===== src/rtl/if_fetch_ctrl_pkg.sv =====
// Shared types for the IF-stage fetch sequencer: PC/exception-vector selects,
// sequencer states and the redirect request priority classes.
package if_fetch_ctrl_pkg;

   localparam int unsigned BOOT_CNT_W  = 4;
   localparam int unsigned FLUSH_CNT_W = 3;

   typedef enum logic [2:0] {
      PC_BP,
      PC_NEXT,
      PC_EXC,
      PC_ERET,
      PC_DRET
   } pc_sel_e;

   typedef enum logic [1:0] {
      EXC_PC_EXC,
      EXC_PC_IRQ,
      EXC_PC_DBD,
      EXC_PC_DBG_EXC
   } exc_pc_sel_e;

   typedef enum logic [2:0] {
      FC_RESET,
      FC_BOOT,
      FC_FLUSH,
      FC_RUN,
      FC_SLEEP
   } fc_state_e;

   // Winning request class in FC_RUN, highest priority first.
   typedef enum logic [3:0] {
      REQ_NONE,
      REQ_DBG,
      REQ_EXC,
      REQ_IRQ,
      REQ_DRET,
      REQ_MRET,
      REQ_BRANCH,
      REQ_WFI,
      REQ_STALL
   } fc_req_e;

endpackage


===== src/rtl/if_fetch_ctrl.sv =====
// IF-stage sequencer: boot, fixed-priority redirect arbitration, post-redirect
// flush, debug entry/exit and WFI sleep. Every output is a register.
module if_fetch_ctrl
   import if_fetch_ctrl_pkg::*;
#(
   parameter int unsigned FLUSH_CYCLES = 2,
   parameter int unsigned BOOT_DELAY   = 4
) (
   input  logic        clk,
   input  logic        rst_n,
   input  logic        fetch_enable_i,
   input  logic        stall_req_i,
   input  logic        branch_taken_i,
   input  logic        exc_req_i,
   input  logic        irq_req_i,
   input  logic        irq_en_i,
   input  logic        dbg_req_i,
   input  logic        mret_i,
   input  logic        dret_i,
   input  logic        wfi_i,
   output pc_sel_e     pc_sel_mux_o,
   output exc_pc_sel_e exc_sel_o,
   output logic        pc_sel_o,
   output logic        pc_set_o,
   output logic        flush_o,
   output logic        stall_o,
   output logic        debug_mode_o,
   output logic        sleeping_o
);

   fc_state_e               state_q, state_d;
   logic [BOOT_CNT_W-1:0]   boot_cnt_q, boot_cnt_d;
   logic [FLUSH_CNT_W-1:0]  flush_cnt_q, flush_cnt_d;
   logic                    debug_d;
   fc_req_e                 req;

   pc_sel_e                 pc_sel_mux_d;
   exc_pc_sel_e             exc_sel_d;
   logic                    pc_sel_d;
   logic                    pc_set_d;
   logic                    flush_d;
   logic                    stall_d;
   logic                    sleeping_d;
   logic                    redirect;

   // Fixed-priority request encoder; only consulted in FC_RUN.
   always_comb begin
      req = REQ_NONE;
      if (dbg_req_i && !debug_mode_o)                  req = REQ_DBG;
      else if (exc_req_i)                              req = REQ_EXC;
      else if (irq_req_i && irq_en_i && !debug_mode_o) req = REQ_IRQ;
      else if (dret_i && debug_mode_o)                 req = REQ_DRET;
      else if (mret_i)                                 req = REQ_MRET;
      else if (branch_taken_i)                         req = REQ_BRANCH;
      else if (wfi_i && !debug_mode_o)                 req = REQ_WFI;
      else if (stall_req_i)                            req = REQ_STALL;
   end

   // Next-state and next-output logic; outputs land one cycle after the request.
   always_comb begin
      state_d      = state_q;
      boot_cnt_d   = boot_cnt_q;
      flush_cnt_d  = flush_cnt_q;
      debug_d      = debug_mode_o;
      pc_sel_mux_d = PC_NEXT;
      exc_sel_d    = EXC_PC_EXC;
      pc_sel_d     = 1'b0;
      pc_set_d     = 1'b0;
      flush_d      = 1'b0;
      stall_d      = 1'b0;
      sleeping_d   = 1'b0;
      redirect     = 1'b0;

      case (state_q)
         FC_RESET: begin
            if (boot_cnt_q == BOOT_CNT_W'(BOOT_DELAY)) begin
               if (fetch_enable_i) state_d = FC_BOOT;
            end else begin
               boot_cnt_d = boot_cnt_q + BOOT_CNT_W'(1);
            end
         end

         FC_BOOT: begin
            pc_sel_mux_d = PC_BP;
            redirect     = 1'b1;
         end

         FC_FLUSH: begin
            flush_d = 1'b1;
            if (flush_cnt_q <= FLUSH_CNT_W'(1)) state_d = FC_RUN;
            else flush_cnt_d = flush_cnt_q - FLUSH_CNT_W'(1);
         end

         FC_RUN: begin
            pc_set_d = 1'b1;
            case (req)
               REQ_DBG: begin
                  pc_sel_mux_d = PC_EXC;
                  exc_sel_d    = EXC_PC_DBD;
                  debug_d      = 1'b1;
                  redirect     = 1'b1;
               end
               REQ_EXC: begin
                  pc_sel_mux_d = PC_EXC;
                  exc_sel_d    = debug_mode_o ? EXC_PC_DBG_EXC : EXC_PC_EXC;
                  redirect     = 1'b1;
               end
               REQ_IRQ: begin
                  pc_sel_mux_d = PC_EXC;
                  exc_sel_d    = EXC_PC_IRQ;
                  redirect     = 1'b1;
               end
               REQ_DRET: begin
                  pc_sel_mux_d = PC_DRET;
                  debug_d      = 1'b0;
                  redirect     = 1'b1;
               end
               REQ_MRET: begin
                  pc_sel_mux_d = PC_ERET;
                  redirect     = 1'b1;
               end
               REQ_BRANCH: begin
                  pc_sel_d = 1'b1;
                  redirect = 1'b1;
               end
               REQ_WFI: begin
                  pc_set_d   = 1'b0;
                  stall_d    = 1'b1;
                  sleeping_d = 1'b1;
                  state_d    = FC_SLEEP;
               end
               REQ_STALL: stall_d = 1'b1;
               default: ;
            endcase
         end

         FC_SLEEP: begin
            // Any pending interrupt wakes the core; only an enabled one redirects.
            if (dbg_req_i) begin
               pc_set_d     = 1'b1;
               pc_sel_mux_d = PC_EXC;
               exc_sel_d    = EXC_PC_DBD;
               debug_d      = 1'b1;
               redirect     = 1'b1;
            end else if (irq_req_i && irq_en_i) begin
               pc_set_d     = 1'b1;
               pc_sel_mux_d = PC_EXC;
               exc_sel_d    = EXC_PC_IRQ;
               redirect     = 1'b1;
            end else if (irq_req_i) begin
               pc_set_d = 1'b1;
               state_d  = FC_RUN;
            end else begin
               stall_d    = 1'b1;
               sleeping_d = 1'b1;
            end
         end

         default: state_d = FC_RESET;
      endcase

      if (redirect) begin
         state_d     = FC_FLUSH;
         flush_cnt_d = FLUSH_CNT_W'(FLUSH_CYCLES);
      end
   end

   always_ff @(posedge clk or negedge rst_n) begin
      if (!rst_n) begin
         state_q      <= FC_RESET;
         boot_cnt_q   <= '0;
         flush_cnt_q  <= '0;
         debug_mode_o <= 1'b0;
         pc_sel_mux_o <= PC_NEXT;
         exc_sel_o    <= EXC_PC_EXC;
         pc_sel_o     <= 1'b0;
         pc_set_o     <= 1'b0;
         flush_o      <= 1'b0;
         stall_o      <= 1'b0;
         sleeping_o   <= 1'b0;
      end else begin
         state_q      <= state_d;
         boot_cnt_q   <= boot_cnt_d;
         flush_cnt_q  <= flush_cnt_d;
         debug_mode_o <= debug_d;
         pc_sel_mux_o <= pc_sel_mux_d;
         exc_sel_o    <= exc_sel_d;
         pc_sel_o     <= pc_sel_d;
         pc_set_o     <= pc_set_d;
         flush_o      <= flush_d;
         stall_o      <= stall_d;
         sleeping_o   <= sleeping_d;
      end
   end

endmodule


===== config.mk =====
export PLATFORM = sky130hd
export DESIGN_NAME = if_fetch_ctrl
export DESIGN_NICKNAME = d
export VERILOG_FILES = /design/src/rtl/if_fetch_ctrl_pkg.sv /design/src/rtl/if_fetch_ctrl.sv
export SDC_FILE = /design/constraint.sdc
export NUM_CORES = 1
export LEC_CHECK = 0
export BUFFER_PORTS_ARGS = -buffer_cell sky130_fd_sc_hd__buf_4
export CELL_PAD_IN_SITES_DETAIL_PLACEMENT = 1
export CELL_PAD_IN_SITES_GLOBAL_PLACEMENT = 1
export CORE_UTILIZATION = 46
export CTS_BUF_LIST = sky130_fd_sc_hd__clkbuf_4 sky130_fd_sc_hd__clkbuf_8
export CTS_CLUSTER_SIZE = 25
export DETAILED_ROUTE_END_ITERATION = 8
export PLACE_DENSITY_LB_ADDON = 0.12
export SYNTH_ARGS = -nofsm -noshare
export SYNTH_HDL_FRONTEND = slang
export SYNTH_SLANG_ARGS = --single-unit

===== constraint.sdc =====
create_clock -name clk -period 2.5 [get_ports clk]
set_input_delay 0 -clock clk [delete_from_list [all_inputs] [get_ports clk]]
set_output_delay 0 -clock clk [all_outputs]
set_load 0.02 [all_outputs]

* After elaboration in Yosys (flattened, before gate mapping) *
Cells that the tools add are included.

storage, ports and cells
  flip-flop bits (word level) = 21
  input port bits = 12
  output and inout bits = 11
  word-level logic and storage cells = 106

cells by class
  add/subtract/negate cells = 2
  $lt $le $gt $ge = 1
  equality and inequality tests = 24
  mux-type cells = 51
  bitwise logic cells = 1
  reduce and logical (&&, ||, !) cells = 16

operators with widths
  kind                                                              count
  3-bit two-way mux                                                 11
  4-bit two-way mux                                                 8
  3-bit != test (second input constant)                             7
  4-bit by 3-bit == test with 1-bit output (second input constant)  5
  3-bit one-hot mux with 3 select lines                             2
  1-bit two-way mux                                                 17
  3-bit one-hot mux with 5 select lines                             1
  1-bit one-hot mux with 2 select lines                             5
  4-bit by 2-bit == test with 1-bit output (second input constant)  2
  2-bit two-way mux                                                 4
  8-bit AND reduction                                               1
  3-bit by 2-bit == test with 1-bit output (second input constant)  2
  2-bit != test (second input constant)                             3
  2-bit one-hot mux with 3 select lines                             1
  6-bit OR reduction                                                1
  1-bit logical AND                                                 5
  4-bit by 1-bit adder with 4-bit output (second input constant)    1
  4-bit by 1-bit == test with 1-bit output (second input constant)  1
  4-bit == test (second input constant)                             1
  2-bit one-hot mux with 2 select lines                             1
  2-bit AND reduction                                               2
  2-bit nonzero test                                                2
  3-bit by 1-bit == test with 1-bit output (second input constant)  1
  3-bit == test (second input constant)                             1
  10 further kinds                                                  10

* Longest topological paths before layout *
Gate-level depths: netlist of run 1.

  depth after elaboration = 15
  depth in mapped cells = 8

* Least setup slack after synthesis of run 1 *
No wires, ideal clock.

  path kind = flip-flop to flip-flop
  from = reg debug_mode_o
  to = reg flush_cnt_q[1]
  setup time = 82 ps
  arrival time = 1,707 ps
  setup slack = 711 ps
  cell stages (with the launch flop) = 8
  clock period less this slack = 1,789 ps
  cell sequence = dfrtp_1 > buf_4 > o21bai_1 > a21oi_1 > o31a_1 > a21o_1 > and2_4 > a22oi_2

on the way
  cells in the longest elaborated chain, start to end = 15
  elaborated cells on any way between the ends = 25
  those cells by class = 7 x eq/ne; 10 x mux; 8 x reduce/logical

RTL lines
  element                                                               RTL line                                                       RTL
  start, declared                                                       if_fetch_ctrl.sv:27                                            output logic debug_mode_o,
  start signal, assigned                                                if_fetch_ctrl.sv:185                                           debug_mode_o <= debug_d;
  1-bit logical NOT                                                     if_fetch_ctrl.sv:49, if_fetch_ctrl.sv:51, if_fetch_ctrl.sv:55
  1-bit logical AND                                                     if_fetch_ctrl.sv:55                                            else if (wfi_i && !debug_mode_o) req = REQ_WFI;
  4-bit two-way mux                                                     if_fetch_ctrl.sv:55
  4-bit two-way mux                                                     if_fetch_ctrl.sv:54                                            else if (branch_taken_i) req = REQ_BRANCH;
  4-bit two-way mux                                                     if_fetch_ctrl.sv:53                                            else if (mret_i) req = REQ_MRET;
  4-bit two-way mux                                                     if_fetch_ctrl.sv:52                                            else if (dret_i && debug_mode_o) req = REQ_DRET;
  4-bit two-way mux                                                     if_fetch_ctrl.sv:51                                            else if (irq_req_i && irq_en_i && !debug_mode_o) req = REQ_IRQ;
  4-bit two-way mux                                                     if_fetch_ctrl.sv:50                                            else if (exc_req_i) req = REQ_EXC;
  4-bit two-way mux (*)                                                 if_fetch_ctrl.sv:49                                            if (dbg_req_i && !debug_mode_o) req = REQ_DBG;
  4-bit by 3-bit == test with 1-bit output (tied with other cells)      if_fetch_ctrl.sv:96                                            case (req)
  6-bit OR reduction (no line) (*)                                      n/a
  1-bit two-way mux (*)                                                 if_fetch_ctrl.sv:96
  1-bit one-hot mux with 3 select lines (*)                             if_fetch_ctrl.sv:74                                            case (state_q)
  2-bit != test (no line) / 2-bit nonzero test (equally long branches)  n/a
  2-bit AND reduction (no line)                                         n/a
  end signal, assigned                                                  if_fetch_ctrl.sv:184                                           flush_cnt_q <= flush_cnt_d;
  end, declared                                                         if_fetch_ctrl.sv:33                                            logic [FLUSH_CNT_W-1:0] flush_cnt_q, flush_cnt_d;

Every way passes the cells marked *; elsewhere a longest branch is shown, timed or not.
A chain may end at the register's enable or synchronous reset.

* Worst setup path after layout of run 1 *
  from = reg debug_mode_o
  to = reg state_q[2]

on the way
  cells in the longest elaborated chain, start to end = 15
  elaborated cells on any way between the ends = 32
  those cells by class = 15 x eq/ne; 10 x mux; 7 x reduce/logical

RTL lines
  element                                                                     RTL line                                                       RTL
  1-bit logical NOT                                                           if_fetch_ctrl.sv:49, if_fetch_ctrl.sv:51, if_fetch_ctrl.sv:55
  1-bit logical AND                                                           if_fetch_ctrl.sv:55
  4-bit two-way mux                                                           if_fetch_ctrl.sv:55
  4-bit two-way mux                                                           if_fetch_ctrl.sv:54
  4-bit two-way mux                                                           if_fetch_ctrl.sv:53
  4-bit two-way mux                                                           if_fetch_ctrl.sv:52
  4-bit two-way mux                                                           if_fetch_ctrl.sv:51
  4-bit two-way mux                                                           if_fetch_ctrl.sv:50
  4-bit two-way mux (*)                                                       if_fetch_ctrl.sv:49
  4-bit by 3-bit == test with 1-bit output (tied with other cells)            if_fetch_ctrl.sv:96
  6-bit OR reduction (no line)                                                n/a
  1-bit two-way mux                                                           if_fetch_ctrl.sv:96
  1-bit one-hot mux with 3 select lines                                       if_fetch_ctrl.sv:74
  3-bit by 2-bit != test with 1-bit output (no line) (tied with other cells)  n/a
  8-bit AND reduction (no line)                                               n/a
  end signal, assigned                                                        if_fetch_ctrl.sv:182                                           state_q <= state_d;
  end, declared                                                               if_fetch_ctrl.sv:31                                            fc_state_e state_q, state_d;

Marks and branches as above.

==> results of run 1 <==
==> power breakdown <==
group	total, mW	leakage, nW	internal [mW]	switching (mW)
sequential	0.554	0.264	0.453	0.100
clock	0.169	0.0177	0.0596	0.109
combinational	0.702	0.392	0.299	0.403
total	1.42	0.674	0.812	0.612
==> final cells by class <==
| cell class | count | share of cell area |
|---|---|---|
| clock buffers | 3 | 0.01564 |
| clock inverters | 1 | 0.003475 |
| inverters | 7 | 0.01825 |
| multi-input cells | 92 | 0.4179 |
| flip-flops and latches | 21 | 0.3658 |
| well taps | 28 | 0.02433 |
| repair buffers | 28 | 0.1546 |
==> synth_stat cells (2+ instances only) <==
cell type | n | area (µm²)
a211oi_1 | 2 | 15.01
a21oi_1 | 5 | 25.02
a31oi_1 | 3 | 18.77
and2b_1 | 2 | 15.01
dfrtp_1 | 20 | 500.5
ha_1 | 4 | 50.05
inv_1 | 7 | 26.28
nand2_1 | 10 | 37.54
nand2b_1 | 4 | 25.02
nand3_1 | 4 | 20.02
nand3b_1 | 2 | 15.01
nand4_1 | 2 | 12.51
nor2_1 | 12 | 45.04
nor3_1 | 3 | 15.01
nor4_1 | 2 | 12.51
o21ai_0 | 10 | 50.05
o21bai_1 | 3 | 22.52
o32ai_1 | 3 | 26.28
or3_1 | 2 | 12.51
xnor2_1 | 3 | 26.28
==> what timing repair did <==
| action | 4_1_cts | 5_1_grt |
|---|---|---|
| resized for setup | 0 | 0 |
| hold buffers | 5 | 0 |
| endpoints found under the hold margin | 25 | 0 |
==> placed cells by master (no fill, tap or decap), drive strengths merged, types with 2 or more instances in the layout <==
| cell type | count |
|---|---|
| a211oi | 2 |
| a21oi | 6 |
| a31oi | 3 |
| and2 | 2 |
| and2b | 2 |
| buf | 23 |
| clkbuf | 3 |
| dfrtp | 20 |
| dlygate4sd3 | 5 |
| ha | 4 |
| inv | 7 |
| nand2 | 11 |
| nand2b | 4 |
| nand3 | 4 |
| nand3b | 2 |
| nand4 | 2 |
| nor2 | 12 |
| nor2b | 2 |
| nor3 | 3 |
| nor4 | 2 |
| o21ai | 10 |
| o21bai | 3 |
| o32ai | 3 |
| or3 | 2 |
| xnor2 | 3 |
==> final timing paths <==
path	start	end	slack [ps]	cells after the start
setup / recovery	debug_mode_o	state_q[2]	230	5
setup reg to reg	debug_mode_o	state_q[2]	230	5
max in group asynchronous	rst_n	pc_sel_mux_o[0]	2120	2
hold reg to reg	boot_cnt_q[3]	boot_cnt_q[3]	480	1
hold / removal	exc_req_i	pc_sel_mux_o[2]	70	4
min in group asynchronous	rst_n	flush_cnt_q[0]	90	2
==> registers in the layout, summed over array words and instances (netlist names) <==
name and count:
boot_cnt_q 4, debug_mode_o 1, exc_sel_o 2, flush_cnt_q 3, flush_o 1, pc_sel_mux_o 3
pc_sel_o 1, pc_set_o 1, sleeping_o 1, stall_o 1, state_q 3
==> stage by stage <==
step	power (mW)	std cells	worst slack (ps)	hold slack, ps	utilization
final	1.424	180	232.7	74.22	0.6212
after detailed placement	1.249	171	498.7	-97.73	0.5877
after global placement	1.210	171	593.1	-102.8	0.5877
after CTS	1.431	180	255.3	57.45	0.6212
after global routing	1.526	180	90.67	73.69	0.6212
after floorplan	1.026	123	710.8	-295.6	-
==> kinds of logic (layout without fill, tap and decap cells) <==
group	count (synthesis)	in the layout	share of synthesized area
buffers and inverters	10	39	0.04246
and+or+nand+nor	49	49	0.2208
xor gates and xnor gates	4	4	0.02973
DFF	21	21	0.4469
AOI/OAI and AO/OA	35	35	0.2176
adders and majority gates	4	4	0.04246
==> worst max-delay path, cell delays in order, from the launching register on <==
cell and delay [ps]:
dfrtp_1 620, nor2b_1 140, a2111oi_4 450, or3_1 280
o32ai_1 130, dlygate4sd3_1 570
==> routing by layer <==
layer	up-vias	GRT usage
met4	0	0.08333
met2	21	0.4156
met5	-	0
met1	502	0.3351
met3	2	0.03478
li1	498	-
==> results_dict.tcl, run 1 <==
set metrics [dict create \
    status "finished clean" \
    fp-row-count 17 \
    cts_tree "done" \
    area_growth_pct 22.19 \
    hold_violations 0 \
    maxCapViolations 0 \
    synth_edf_count 0 \
    crit_fanout 14 \
    worstMarginPinSlew_ps 475.2 \
    drive_above_1_share 0.2303 \
    globalplace.congestion 0.8752 \
    syn_avg_cell_area_um2 9.582 \
    final_nets 169 \
    final_area_um2 1440 \
    final.setup.tns_ps 0 \
    ant_nets 0 \
    cts_root_buf "clkbuf_4" \
    drt-initial-drc-count 9 \
    synth-seq-cells 21 \
    max_slew_margin 0.6813 \
    dp_hpwl_um 2219 \
    drc 0 \
    cts_buffer_depth 2 \
    n_antenna_cell 0 \
    netlist-cell-type-count 40 \
    power_density_nw_per_um2 988.8 \
    port_buffers 22 \
    routedWlPerCell_um 16.41 \
    seqCellArea_um2 526.8 \
    min_path_type "in -> reg" \
    critPathKind "reg -> reg" \
    vdd_drop_max_uv 592.2 \
    ys_async_sr_fraction 1.000 \
    grtUsageTotal 0.2517 \
    clk_pin_slew_worst_paths_ps 130 \
    cp.required_ps 2710 \
    syn_inst 123 \
    topRoutingLayerUsed "met4" \
    setup_viol 0 \
    met1_length_um 1386 \
    dpl_cell_area_um2 1363 \
    synth_nets 139 \
    p_leak_nw 0.6739 \
    start_util 0.5084 \
    seq_area_frac_synth 0.4469 \
    cts_made_buffers 3 \
    routed_wl_um 2953 \
    synthesis.yosys.warnings 0 \
    antenna_found_initial 0 \
    drtPass1Iterations 4 \
    critical_path_arrival_ps 2480 \
    fillCellCount 293 \
    multi_input_area_um2 601.8 \
    cts.sinks 21 \
    die_y_um 52.62 \
    core_area_um2 2318 \
    cts_post_setup_buffers_inserted 0 \
    skew_ps 13.95 \
    grt_max_degree 22 \
    fp.dieArea_um2 2769 \
    io_pins 23 \
    cp-end-kind "flip-flop" \
    vias_per_cell 5.683 \
    route.met2.wl_um 1463 \
    crit_path_start_kind "flip-flop" \
    finalMaxSlewViolations 0 \
    min_period_over_period 0.9069 \
    fp.dieW_um 52.62 \
    ys.flop_type "dfrtp_1" \
    grt_pass1_wl_um 5002 \
    fin_crit_ps 2267 \
    clk_latency_ps 310 \
    synthesis.area_um2 1179 \
    met3WireLength_um 88 \
    htree_levels 1 \
    detailroute.via_count 1023 \
    rsz0062_at_grt "no" \
    grt_pass1_vias 1059 \
    grt-ovfl-total 0 \
    clock.fmax_mhz 441.1 \
]
(Power assumes the default switching activity.)
==> inputs of run 2 (changes only) <==
--- a/config.mk
+++ b/config.mk
@@ -13,6 +13,7 @@
 export CTS_CLUSTER_SIZE = 25
 export DETAILED_ROUTE_END_ITERATION = 8
 export PLACE_DENSITY_LB_ADDON = 0.12
+export RECOVER_POWER = 25
 export SYNTH_ARGS = -nofsm -noshare
 export SYNTH_HDL_FRONTEND = slang
 export SYNTH_SLANG_ARGS = --single-unit
==> run 2 against run 1 <==
Sequential share of layout area up 0.095 points. Hold slack is the same. First-iteration DRC count unchanged. Via count decreased by 0.20%. Final area shrank 0.26%. Worst setup slack is the same. Sequential power hardly changed. Maximum frequency unchanged. Global-route usage stayed put. Die area unchanged. Total power barely moved. Register-to-register slack about the same. Critical path type unchanged.
==> results_dict.tcl, run 2 (synthesis results as in run 1) <==
set metrics [dict create \
    status "finished clean" \
    cts_root_buf "clkbuf_4" \
    fin_crit_ps 2267 \
    hold_violations 0 \
    fp.dieArea_um2 2769 \
    min_from "exc_req_i" \
    io_pins 23 \
    worstMarginPinSlew_ps 1136 \
    setup_viol 0 \
    cp_slowest_cell "dfrtp_1" \
    grt_pass1_wl_um 5002 \
    critical_path_arrival_ps 2480 \
    drtPass1Iterations 4 \
    detailroute.via_count 1021 \
    cts_made_buffers 3 \
    slowest_delay_ps 620 \
    min_path_type "in -> reg" \
    drt-initial-drc-count 9 \
    rsz0062_at_grt "no" \
    grtUsageTotal 0.2517 \
    htree_levels 1 \
    core_area_um2 2318 \
    cts_tree "done" \
    port_buffers 22 \
    crit_path_start_kind "flip-flop" \
    fin_cells 180 \
    dp_hpwl_um 2219 \
    final_nets 169 \
    rr_worst_depth 5 \
    grt_max_degree 22 \
    antenna_found_initial 0 \
    grt-ovfl-total 0 \
    critPathBufInv 1 \
    largest_reg_flops 4 \
    start_util 0.5084 \
    cp_num_cells 5 \
    cts.sinks 21 \
    drive_above_1_share 0.2237 \
    cp-end-kind "flip-flop" \
    p_leak_nw 0.6703 \
    drc 0 \
    routedWlPerCell_um 16.40 \
    fillCellCount 292 \
    globalplace.congestion 0.8752 \
    largest_register "boot_cnt_q" \
    final_cell_mix "buf_4 (22), dfrtp_1 (20), nor2_1 (12)" \
    min_delay_path_depth 4 \
    timing.rr.start "debug_mode_o" \
    routed_wl_um 2952 \
    final_common_cell "buf_4" \
    power_density_nw_per_um2 990.8 \
    clk_pin_slew_worst_paths_ps 130 \
    finalMaxSlewViolations 0 \
    path_delay_family "flip-flops" \
    vias_per_cell 5.672 \
    critPathKind "reg -> reg" \
    clock.fmax_mhz 441.1 \
    n_antenna_cell 0 \
    cts_post_setup_buffers_inserted 0 \
    die_y_um 52.62 \
    multi_input_area_um2 601.8 \
    max_slew_margin 0.2429 \
    crit_fanout 14 \
    path_cells "nor2b_1 > a2111oi_4 > or3_1 > o32ai_1 > dlygate4sd3_1" \
    fp.dieW_um 52.62 \
    ant_nets 0 \
    min_period_over_period 0.9069 \
    grt_pass1_vias 1059 \
    ctsResizeCount 0 \
    maxCapViolations 0 \
    skew_ps 13.95 \
    hold-worst-slack_ps 74.22 \
    vdd_drop_max_uv 592.2 \
    final.setup.tns_ps 0 \
    area_growth_pct 21.87 \
    fp-row-count 17 \
    clk_latency_ps 310 \
    dp_cells 171 \
    seqCellArea_um2 526.8 \
    crit_path_start "debug_mode_o" \
    cts_buffer_depth 2 \
    cp.required_ps 2710 \
]
## run 2: final timing paths
check | to | slack (ps)
worst max-delay path | state_q[2] | 230
worst min-delay path | pc_sel_mux_o[2] | 70
worst max register to register | state_q[2] | 230
worst min register to register | boot_cnt_q[3] | 480
max in group asynchronous | pc_sel_mux_o[1] | 1400
min in group asynchronous | flush_cnt_q[0] | 420
## run 2: metrics by stage
stage                     power [mW]  worst slack, ps  area [µm²]    util
after floorplan                1.026            710.8        1179       -
after global placement         1.210            593.1        1363  0.5877
after detailed placement       1.249            498.7        1363  0.5877
after CTS                      1.431            255.3        1440  0.6212
after global routing           1.525            90.67        1436  0.6195
final                          1.423            232.7        1436  0.6195
## run 2: power by group
group	switching, mW	internal (mW)	leakage [nW]	total (mW)
clock	0.109	0.0596	0.0177	0.169
sequential	0.100	0.453	0.264	0.554
combinational	0.402	0.299	0.388	0.701
## run 2: routing by layer
layer	vias to the layer above	share of wire	global-route usage
met5	-	0	0
met4	0	0.0047	0.08333
met3	2	0.030	0.03478
met2	21	0.50	0.4156
met1	500	0.47	0.3351
li1	498	-	-
## run 2: layout make-up
| cell class | count | area share |
|---|---|---|
| well taps | 28 | 0.02439 |
| clock inverters | 1 | 0.003484 |
| flip-flops and latches | 21 | 0.3667 |
| repair buffers | 28 | 0.1524 |
| multi-input cells | 92 | 0.4190 |
| inverters | 7 | 0.01829 |
| clock buffers | 3 | 0.01568 |
## run 2: repair_timing
item                                    CTS  global route
endpoints found under the setup margin    0             0
endpoints found under the hold margin    25             0
hold buffers                              5             0
## run 2: worst register-to-register path: stages (launching register included)
cell           delay [ps]
dfrtp_1               620
nor2b_1               140
a2111oi_4             450
or3_1                 280
o32ai_1               130
dlygate4sd3_1         570
